### src/rtl/onehot_enc_pkg.sv
// Shared types and the combinational 8-to-3 encode rule for the one-hot encoder stream.
// The encode result carries the index plus flags for all-zero and multi-hot source vectors.
package onehot_enc_pkg;

  localparam int VEC_W = 8;
  localparam int IDX_W = 3;

  typedef struct packed {
    logic [IDX_W-1:0] idx;
    logic             zero;
    logic             multi;
  } enc_entry_t;

  // Highest set bit wins, so a malformed vector still reports a usable index.
  function automatic enc_entry_t encode_vec(input logic [VEC_W-1:0] vec);
    enc_entry_t entry;
    logic       seen;
    entry = '0;
    seen  = 1'b0;
    for (int i = 0; i < VEC_W; i++) begin
      if (vec[i]) begin
        entry.idx = IDX_W'(i);
        if (seen) begin
          entry.multi = 1'b1;
        end
        seen = 1'b1;
      end
    end
    entry.zero = ~seen;
    return entry;
  endfunction

endpackage

### src/rtl/onehot_enc_fifo.sv
// Synchronous FIFO of encoder results; a separate count tells full from empty since
// the pointers wrap modulo DEPTH and can be equal in both states.
module onehot_enc_fifo
  import onehot_enc_pkg::*;
#(
  parameter int DEPTH = 2
) (
  input  logic       clk,
  input  logic       rst_n,
  input  logic       push_i,
  input  logic       pop_i,
  input  enc_entry_t data_i,
  output enc_entry_t data_o,
  output logic       full_o,
  output logic       empty_o
);

  localparam int PTR_W = (DEPTH > 1) ? $clog2(DEPTH) : 1;
  localparam int CNT_W = $clog2(DEPTH + 1);
  localparam logic [PTR_W-1:0] LAST_PTR = PTR_W'(DEPTH - 1);
  localparam logic [CNT_W-1:0] FULL_CNT = CNT_W'(DEPTH);

  enc_entry_t       mem_q [DEPTH];
  logic [PTR_W-1:0] wrPtr_q, wrPtr_d;
  logic [PTR_W-1:0] rdPtr_q, rdPtr_d;
  logic [CNT_W-1:0] count_q, count_d;
  logic             doPush;
  logic             doPop;

  assign full_o  = (count_q == FULL_CNT);
  assign empty_o = (count_q == '0);
  assign doPush  = push_i & ~full_o;
  assign doPop   = pop_i & ~empty_o;
  // Blank the head when empty so the output bus reads zero after reset.
  assign data_o  = empty_o ? '0 : mem_q[rdPtr_q];

  always_comb begin
    wrPtr_d = wrPtr_q;
    rdPtr_d = rdPtr_q;
    count_d = count_q;
    if (doPush) begin
      wrPtr_d = (wrPtr_q == LAST_PTR) ? '0 : wrPtr_q + 1'b1;
    end
    if (doPop) begin
      rdPtr_d = (rdPtr_q == LAST_PTR) ? '0 : rdPtr_q + 1'b1;
    end
    case ({doPush, doPop})
      2'b10:   count_d = count_q + 1'b1;
      2'b01:   count_d = count_q - 1'b1;
      default: count_d = count_q;
    endcase
  end

  always_ff @(posedge clk) begin
    if (!rst_n) begin
      wrPtr_q <= '0;
      rdPtr_q <= '0;
      count_q <= '0;
    end else begin
      wrPtr_q <= wrPtr_d;
      rdPtr_q <= rdPtr_d;
      count_q <= count_d;
    end
  end

  always_ff @(posedge clk) begin
    if (rst_n && doPush) begin
      mem_q[wrPtr_q] <= data_i;
    end
  end

endmodule

### src/rtl/onehot_encoder_stream.sv
// Streaming 8-to-3 encoder: encodes accepted vectors, queues results in a small FIFO
// and keeps a saturating count of malformed (zero or multi-hot) inputs.
module onehot_encoder_stream #(
  parameter int VEC_W     = onehot_enc_pkg::VEC_W,
  parameter int IDX_W     = onehot_enc_pkg::IDX_W,
  parameter int DEPTH     = 2,
  parameter int ERR_CNT_W = 8
) (
  input  logic                 clk,
  input  logic                 rst_n,
  input  logic                 in_valid,
  output logic                 in_ready,
  input  logic [VEC_W-1:0]     in_vec,
  output logic                 out_valid,
  input  logic                 out_ready,
  output logic [IDX_W-1:0]     out_idx,
  output logic                 out_zero,
  output logic                 out_multi,
  output logic [ERR_CNT_W-1:0] err_count
);

  import onehot_enc_pkg::*;

  enc_entry_t           encEntry;
  enc_entry_t           headEntry;
  logic                 fifoFull;
  logic                 fifoEmpty;
  logic                 push;
  logic                 pop;
  logic [ERR_CNT_W-1:0] errCount_q, errCount_d;

  assign encEntry  = encode_vec(in_vec);
  assign in_ready  = ~fifoFull;
  assign out_valid = ~fifoEmpty;
  assign push      = in_valid & in_ready;
  assign pop       = out_valid & out_ready;
  assign out_idx   = headEntry.idx;
  assign out_zero  = headEntry.zero;
  assign out_multi = headEntry.multi;
  assign err_count = errCount_q;

  onehot_enc_fifo #(
    .DEPTH(DEPTH)
  ) u_fifo (
    .clk    (clk),
    .rst_n  (rst_n),
    .push_i (push),
    .pop_i  (pop),
    .data_i (encEntry),
    .data_o (headEntry),
    .full_o (fifoFull),
    .empty_o(fifoEmpty)
  );

  // Errors are counted at accept time and stick at all-ones rather than wrapping.
  always_comb begin
    errCount_d = errCount_q;
    if (push && (encEntry.zero || encEntry.multi) && (errCount_q != '1)) begin
      errCount_d = errCount_q + 1'b1;
    end
  end

  always_ff @(posedge clk) begin
    if (!rst_n) begin
      errCount_q <= '0;
    end else begin
      errCount_q <= errCount_d;
    end
  end

endmodule

### config.mk
export PLATFORM = sky130hd
export DESIGN_NAME = onehot_encoder_stream
export DESIGN_NICKNAME = d
export VERILOG_FILES = /design/src/rtl/onehot_enc_pkg.sv /design/src/rtl/onehot_enc_fifo.sv /design/src/rtl/onehot_encoder_stream.sv
export SDC_FILE = /design/constraint.sdc
export NUM_CORES = 1
export LEC_CHECK = 0
export BUFFER_PORTS_ARGS = -buffer_cell sky130_fd_sc_hd__buf_2
export CAP_MARGIN = 20
export CELL_PAD_IN_SITES_DETAIL_PLACEMENT = 0
export CELL_PAD_IN_SITES_GLOBAL_PLACEMENT = 2
export CORE_MARGIN = 4
export CORE_UTILIZATION = 25
export DETAILED_ROUTE_END_ITERATION = 8
export MAX_ROUTING_LAYER = met4
export PLACE_DENSITY_LB_ADDON = 0.05
export SLEW_MARGIN = 10
export SYNTH_ARGS = -nofsm -noshare
export SYNTH_HDL_FRONTEND = slang
export SYNTH_HIERARCHICAL = 1
export SYNTH_SLANG_ARGS = --single-unit
### constraint.sdc
create_clock -name clk -period 4 [get_ports clk]
set_input_delay 0.2 -clock clk [delete_from_list [all_inputs] [get_ports clk]]
set_output_delay 0.2 -clock clk [all_outputs]
set_load 0.01 [all_outputs]
Word level (Yosys, flattened, before mapping)
Memories as Yosys holds them, arrays and structs flattened. A register that Yosys moved wholly into a read port is not among the register bits.
Cells that the tools add are included.
Word-level totals
  bits in registers: 12
  bits in writable memories: 10
  input bits: 12
  output and inout port bits: 15
  logic and storage cells: 64
  memories: 1
Cells by class
  add/sub/neg operators: 5
  equal/unequal tests: 4
  multiplexer cells: 37
  bitwise gates (word level): 7
  reductions and logical operators: 6
Memory list
  u_fifo.mem_q: depth 2, bits a word 5, rd ports 1, clocked after memory_dff 1, write ports 1, RTL line onehot_enc_fifo.sv:23  | enc_entry_t mem_q [DEPTH];
Operator list (count)
  $mux 1: 29
  $mux 3: 6
  $add 8x1->8 const B: 1
  $ne 8x8->1 const B: 1
  $mux 5: 1
  $and 1x1->1: 4
  $eq 2x2->1 const B: 2
  $pmux 2 s2: 1
  $logic_and 1x1->1: 3
  $not 1->1: 3
  $add 1x1->1 const B: 2
  $add 2x1->2 const B: 1
  $eq 2x1->1 const B: 1
  $logic_not 2->1: 1
  $reduce_bool 2->1: 1
  $sub 2x1->2 const B: 1
  $logic_or 1x1->1: 1

Longest topological paths before layout
Gate-level depths: netlist of the first run.
  depth after elaboration: 18
  gate-level depth with buffers: 8
  depth with buffers taken out: 8

Modules after synthesis
The synthesis of the first run kept the hierarchy.
Modules (own cells, without submodules)
  onehot_encoder_stream: times used 1, cells an instance 84, area an instance 630.6 µm², sequential area each 160.2 µm²
  onehot_enc_fifo: times used 1, cells an instance 48, area an instance 616.8 µm², sequential area each 400.4 µm²

Worst setup path before layout of the first run
Ideal clock, no wire load.
  kind: register to register
  from: reg u_fifo.count_q[0]
  to: reg errCount_q[6] (netlist: err_count[6])
  arrival: 1.750 ns
  required time: 3.930 ns
  path slack: 2.180 ns
  stages on the path, launching flop included: 8
  path buffers: 1
  clock period less this slack: 1.820 ns
  path through: dfxtp_1 > nand2b_2 > inv_2 > nor2b_1 > o21ai_0 > clkbuf_1 > or4_1 > a21oi_1
Between the ends
  cells in the longest elaborated chain, start to end: 5
Ends and longest elaborated chain
  start, declared: RTL line onehot_enc_fifo.sv:26  | logic [CNT_W-1:0] count_q, count_d;
  start signal, assigned: RTL line onehot_enc_fifo.sv:62  | count_q <= count_d;
  $eq 2x2->1: RTL line onehot_enc_fifo.sv:30  | assign full_o = (count_q == FULL_CNT);
  via fifoFull: RTL line onehot_encoder_stream.sv:26  | logic fifoFull;
  $not 1->1: RTL line onehot_encoder_stream.sv:33  | assign in_ready = ~fifoFull;
  $and 1x1->1: RTL line onehot_encoder_stream.sv:35  | assign push = in_valid & in_ready;
  via push: RTL line onehot_encoder_stream.sv:28  | logic push;
  $logic_and 1x1->1 (2 in a row): RTL line onehot_encoder_stream.sv:58  | if (push && (encEntry.zero || encEntry.multi) && (errCount_q != '1)) begin
  end signal, assigned: RTL line onehot_encoder_stream.sv:67  | errCount_q <= errCount_d;
  end, declared: RTL line onehot_encoder_stream.sv:30  | logic [ERR_CNT_W-1:0] errCount_q, errCount_d;
The timed path passes the listed nets, and every way through them passes these cells.
A chain may end at the register's enable or synchronous reset.

Worst setup path in the final report of the first run
  from: reg u_fifo.count_q[0]
  to: reg errCount_q[3] (netlist: err_count[3])
Same word-level chain as after synthesis.

==> results of run 1 <==
Yosys cell counts, types with 2 or more instances:
| cell type | instances | share of area, % |
|---|---|---|
| a21boi_1 | 2 | 1.2 |
| nand2b_1 | 2 | 1.0 |
| nor2b_1 | 2 | 1.0 |
| clkbuf_1 | 2 | 0.60 |
| edfxtp_1 | 10 | 24 |
| ha_1 | 2 | 2.0 |
| o41ai_1 | 2 | 1.4 |
| mux2i_1 | 6 | 4.8 |
| and2_1 | 3 | 1.5 |
| nand3_1 | 8 | 3.2 |
| nor2_1 | 13 | 3.9 |
| or4_1 | 3 | 1.8 |
| a21oi_1 | 7 | 2.8 |
| o21ai_0 | 7 | 2.8 |
| dfxtp_1 | 13 | 21 |
| inv_1 | 7 | 2.1 |
| or3_1 | 3 | 1.5 |
| o31ai_1 | 4 | 2.4 |
| xnor2_1 | 3 | 2.1 |
| nor3_1 | 4 | 1.6 |
| nand2_1 | 6 | 1.8 |
sequential cells by signal, indices dropped and copies added, names as in the netlist, named ones only:
register and flops:
u_fifo/mem_q 10, err_count 8, u_fifo/count_q 2, u_fifo/rdPtr_q 1, u_fifo/wrPtr_q 1
layout make-up:
class                           count  area (um2)  share of cell area [%]
Clock buffer                        4        45.0                    3.03
Multi-Input combinational cell     97         633                    42.6
Sequential cell                    23         561                    37.7
Tap cell                           67        83.8                    5.63
Inverter                            8        30.0                    2.02
Timing Repair Buffer               27         135                    9.08
worst paths after layout:
check / from / endpoint / slack (ns) / cells past startpoint
max: u_fifo/count_q[0]$_SDFFE_PN0P_ / err_count[3]$_SDFFE_PN0P_ / 1.82 / 7
min: rst_n / err_count[5]$_SDFFE_PN0P_ / 0.30 / 3
max reg2reg: u_fifo/count_q[0]$_SDFFE_PN0P_ / err_count[3]$_SDFFE_PN0P_ / 1.82 / 7
min reg2reg: err_count[4]$_SDFFE_PN0P_ / err_count[4]$_SDFFE_PN0P_ / 0.50 / 2
worst max-delay path, stage by stage (launching register included):
cell and delay, ns:
dfxtp_1 0.41, nand2b_2 0.18, inv_2 0.05, nor2b_1 0.28, o21ai_0 0.31, clkbuf_2 0.24
or4_1 0.51, a21oi_1 0.14
power by group:
part	switching [uW]	internal, uW
registers	24.9	272
logic	110	86.3
clock network	69.2	70.9
routing by layer:
metal	track usage, %	up-vias	wire, um
met2	15.4	15	1300
met1	12.2	470	1310
li1	-	541	-
met5	-	-	0
met3	2.52	2	130
met4	3.67	0	25
placed cells by master (no fill, tap or decap), types with 3 or more instances in the layout:
cell type	netlist	routed
mux2i_1	6	6
xnor2_1	3	3
edfxtp_1	10	10
and2_1	3	3
o21ai_0	7	7
nor3_1	4	4
clkbuf_8	0	3
nor2_1	13	13
inv_1	7	7
nand3_1	8	8
or4_1	3	3
buf_2	1	26
dfxtp_1	13	13
or3_1	3	3
nand2_1	6	6
a21oi_1	7	7
o31ai_1	4	4
cell families after synthesis:
logic type                 after synthesis  synth area share (%)
and+or+nand+nor                         53                  23.8
xor gates and xnor gates                 4                  2.81
buffers and inverters                   12                  4.31
muxes                                    6                  4.81
adders and majority gates                3                  2.81
AOI/OAI and AO/OA                       31                  16.5
DFF                                     23                  44.9
through the flow:
| stage | power (uW) | util (%) | setup slack, ns | instance area [um2] | cells |
|---|---|---|---|---|---|
| 2_1_floorplan | 433 | - | 2.18 | 1250 | 132 |
| 3_3_place_gp | 500 | 30.0 | 1.88 | 1440 | 221 |
| 3_5_place_dp | 503 | 30.0 | 1.76 | 1440 | 221 |
| 4_1_cts | 649 | 31.0 | 1.74 | 1480 | 225 |
| 5_1_grt | 687 | 31.1 | 1.58 | 1490 | 226 |
| 6_report | 634 | 31.1 | 1.82 | 1490 | 226 |
==> run summary, run 1 <==
CTS tree = yes
Root Buffer = clkbuf_8
WHS = 0.299 ns
final estimated routing congestion in global placement = 0.757
PwrDens = 426 nW/um2
die height = 78.6 um
H-tree levels = 1
vias in the first global route = 1006
startpoint types = flop
remaining global-route overflow = 0
leakage power = 0.000556 uW
Resized cells post-CTS = 0
register area share after synthesis = 44.9%
Crit Path Class = reg -> reg
Main synth FF type = dfxtp_1
status = complete, no violations
fin. max-slew vios = 0
Synth cell types = 44
post-CTS setup buffers = 0
share of layout cells above drive strength 1 = 23.3%
maximum VDD drop = 0.000124 V
element type at the critical path end = flop
DRC viols = 0
io pins = 27
via count = 1028
worst-margin pin slew = 0.713 ns
Fmax = 458 MHz
clock-pin slew on the worst setup and hold paths = 0.08 ns
initial antenna violation count = 0
final wirelength = 2.76 mm
Fill cells = 528
Detail Route Antenna Nets = 0
Critical Path Fanout Max = 7
WP data arrival = 2.38 ns
number of flops mapped to enable cells by yosys = 10
CTS max path bufs = 2
Hold Buf Count CTS = 0
Detail Placement HPWL = 2.15 mm
Synth Cell Area = 1250 um2
clk_skew = 0.0128 ns
DR WL/cell = 12.2 um
first-pass GRT wire length = 4.68 mm
Synth async-reset ratio = 0%
Final min period = 2.18 ns
unrepaired setup endpoints after global routing = no
Die X-Extent = 78.6 um
Min-Delay Path Class = in -> reg
largest net degree at the start of global routing = 13
Initial Util = 26.1%
FF+latch count, synth = 23
synthesized area per cell = 9.45 um2
Fin. Hold Viols = 0
YS warnings = 6
Inserted Diodes = 0
DR iter-0 viols = 36
total iterations of the first detailed-routing run = 4
Area growth syn-to-layout = 19.3%
GRT Overall Usage = 9.85%
Sink Count = 23
clock latency on the worst-skew pair = 0.26 ns
final setup vio count = 0
Slew headroom = 52.4%
number of CTS-inserted buffers = 3
Worst Path Required = 4.20 ns
Net Count, Synth = 146
total die area = 6180 um2
cells after synthesis = 132
max_cap viols = 0
Tcrit/Tclk final = 54.5%
post-route setup TNS = 0 ns
Vias per Instance = 4.55
core footprint = 4790 um2
# port buffers = 26
Final nets = 174
Core Rows = 25
Power figures use the tool's default switching activity.
==> run 2, diff against run 1 <==
Settings changed: ABC_AREA from default to 1.
Clock period 4 ns to 1.8 ns, I/O delays scaled along.
==> run summary, run 2 <==
status = complete, no violations
number of CTS-inserted buffers = 3 (unchanged)
DP Area = 1510 um2 (+5.1%)
Min-Delay Path Class = in -> reg
unrepaired setup endpoints after global routing = no
synthesized area per cell = 7.92 um2 (-16%)
Die X-Extent = 79.6 um (+1.3%)
Main synth FF type = dfxtp_1
Core Rows = 25 (unchanged)
number of flip-flops in the largest register = 10 (unchanged)
Net Count, Synth = 176 (+21%)
remaining global-route overflow = 0 (unchanged)
final setup vio count = 0 (unchanged)
top post-synthesis cells by area = edfxtp_1, dfxtp_1, nand2_1
die height = 79.6 um (+1.3%)
Fmax = 658 MHz (+44%)
max_cap viols = 0 (unchanged)
via count = 1056 (+2.7%)
Detail Route Antenna Nets = 0 (unchanged)
final wirelength = 2.58 mm (-6.6%)
register area share after synthesis = 43.7% (-1.2 points)
total die area = 6340 um2 (+2.5%)
Area growth syn-to-layout = 21.9%
slowest cell on the critical path = dfxtp_1
element type at the critical path end = flop
worst-margin pin slew = 0.378 ns (-0.334 ns)
Final nets = 209 (+20%)
Synth cell types = 24 (-45%)
crit path buf inv count = 1 (-1)
clock-pin slew on the worst setup and hold paths = 0.08 ns (about the same)
# port buffers = 26 (unchanged)
most frequent cell after synthesis = nand2_1
Inserted Diodes = 0 (unchanged)
Final min period = 1.52 ns (-0.662 ns)
Critical Path Most Common Cell = nor2_1
Synth async-reset ratio = 0% (unchanged)
worst setup margin = 0.280 ns (-1.54 ns)
pre-CTS setup slack = 0.193 ns (-1.56 ns)
DRC viols = 0 (unchanged)
Synth area leader = edfxtp_1
Initial Util = 26.5% (+0.39 points)
Slew headroom = 74.7% (+22 points)
Fin. Hold Viols = 0 (unchanged)
commonest non-fill, non-tap cell in the layout = nand2_1
Vias per Instance = 4.05 (-11%)
Post-Layout Inst Area = 1560 um2 (+5.0%)
Sink Count = 23 (unchanged)
Synth Cell Area = 1280 um2 (+2.8%)
CTS tree = yes
DR iter-0 viols = 55 (+53%)
FF+latch count, synth = 23 (unchanged)
Root Buffer = clkbuf_8
Detail Placement HPWL = 2.09 mm (-2.7%)
CP peak stage delay = 0.41 ns (-0.10 ns)
Tcrit/Tclk final = 84.4% (+30 points)
Crit Path Class = reg -> reg
kind of cell adding the most delay to the critical path = simple AND/OR/NAND/NOR gates
post-route setup TNS = 0 ns (unchanged)
YS warnings = 6 (unchanged)
share of layout cells above drive strength 1 = 27.3% (+4.0 points)
total iterations of the first detailed-routing run = 4 (unchanged)
Hold Buf Count CTS = 0 (unchanged)
Critical Path Fanout Max = 9 (+2)
CTS max path bufs = 2 (unchanged)
initial antenna violation count = 0 (unchanged)
PwrDens = 847 nW/um2 (+99%)
final estimated routing congestion in global placement = 0.808 (+6.7%)
maximum VDD drop = 0.000234 V (+89%)
core footprint = 4850 um2 (+1.3%)
Worst Path Required = 1.96 ns (-2.24 ns)
commonest cells in the netlist = nand2_1, inv_1, nor2_1
Reg with most FFs = u_fifo/mem_q
clk_skew = 0.00749 ns (-0.00529 ns)
number of flops mapped to enable cells by yosys = 10 (unchanged)
largest net degree at the start of global routing = 14 (+1)
cells after synthesis = 162 (+23%)
startpoint types = flop
WP data arrival = 1.68 ns (-0.70 ns)
vias in the first global route = 1111 (+10%)
H-tree levels = 1 (unchanged)
post-CTS setup buffers = 0 (unchanged)
io pins = 27 (unchanged)
DR WL/cell = 9.88 um (-19%)
Fill cells = 533 (+0.95%)
most frequent cells in the layout = nand2_1, buf_2, inv_1, nor2_1, a21oi_1
leakage power = 0.000708 uW (+27%)
fin. max-slew vios = 0 (unchanged)
first-pass GRT wire length = 4.54 mm (-2.9%)
post-synth top area share = 23.4% (-0.66 points)
clock latency on the worst-skew pair = 0.26 ns (about the same)
CP cell instances = ha_1 > nand4_1 > nor2_2 > nor2_4 > nand2_4 > inv_2 > nor2_1 > nor2_1
GRT Overall Usage = 9.27% (-0.57 points)
[run 2: cell count changes after synthesis, moves of 4 or more]
cell	change
inv_1	+15
mux2i_1	-6
nor2_4	+5
nand2_1	+35
a21oi_1	+6
nor2_1	+4
o31ai_1	-4
[run 2: logic make-up (layout without fill, tap and decap cells)]
family / Yosys count / after routing / synth area share [%]
AO/OA/AOI/OAI: 20 / 20 / 9.17
AND/OR/NAND/NOR: 86 / 86 / 33.8
buffers and inverters: 25 / 57 / 7.32
adder cells (fa/ha/maj): 2 / 2 / 1.95
flip-flops: 23 / 23 / 43.7
XOR/XNOR: 6 / 6 / 4.10
[run 2: worst register-to-register path, cell delays in order (launching register included)]
cell and delay, ns:
dfxtp_1 0.41, ha_1 0.25, nand4_1 0.20, nor2_2 0.18, nor2_4 0.09, nand2_4 0.12
inv_2 0.04, nor2_1 0.09, nor2_1 0.05
[run 2: worst paths after layout]
| path | start | endpoint | slack (ns) | cells after the start |
|---|---|---|---|---|
| max | err_count[0]$_SDFFE_PN0P_ | err_count[0]$_SDFFE_PN0P_ | 0.28 | 8 |
| min reg2reg | u_fifo/rdPtr_q$_SDFFE_PN0P_ | u_fifo/rdPtr_q$_SDFFE_PN0P_ | 0.50 | 2 |
| min | rst_n | u_fifo/count_q[1]$_SDFFE_PN0P_ | 0.13 | 3 |
| max reg2reg | err_count[0]$_SDFFE_PN0P_ | err_count[0]$_SDFFE_PN0P_ | 0.28 | 8 |
[run 2: final cells by class]
cell class	count	area (um2)	share of cell area [%]
multi-input combinational	114	631	40.4
sequential	23	563	36.0
timing repair buffer	28	145	9.29
tap	67	83.8	5.36
clock buffer	3	41.3	2.64
inverter	25	93.8	6.00
clock inverter	1	5.00	0.320
[run 2: report_power, final]
group          switching (uW)  internal [uW]  leakage (uW)
Combinational             232            147      0.000492
Sequential               41.3            592      0.000191
Clock                     158            154     0.0000255
Total                     431            893      0.000708
[run 2: metal layers]
| layer | vias to the layer above | global-route usage, % | part of all wire (%) |
|---|---|---|---|
| met5 | - | - | 0 |
| met3 | 2 | 2.60 | 5.3 |
| met4 | 0 | 4.47 | 0.97 |
| met1 | 453 | 10.7 | 49 |
| li1 | 582 | - | - |
| met2 | 19 | 14.9 | 45 |
[run 2: stage by stage]
step	cells	power [uW]	util [%]	hold WS, ns
floorplan	162	885	-	0.211
global placement	257	1020	31.2	0.411
detailed placement	257	1030	31.2	0.411
CTS	261	1350	32.1	0.128
global route	261	1430	32.2	0.131
finish	261	1320	32.2	0.130
[run 2: repair_timing]
item,in CTS,in global routing
gates resized for setup,0,3
setup endpoints to repair,0,1
endpoints found under the hold margin,0,0
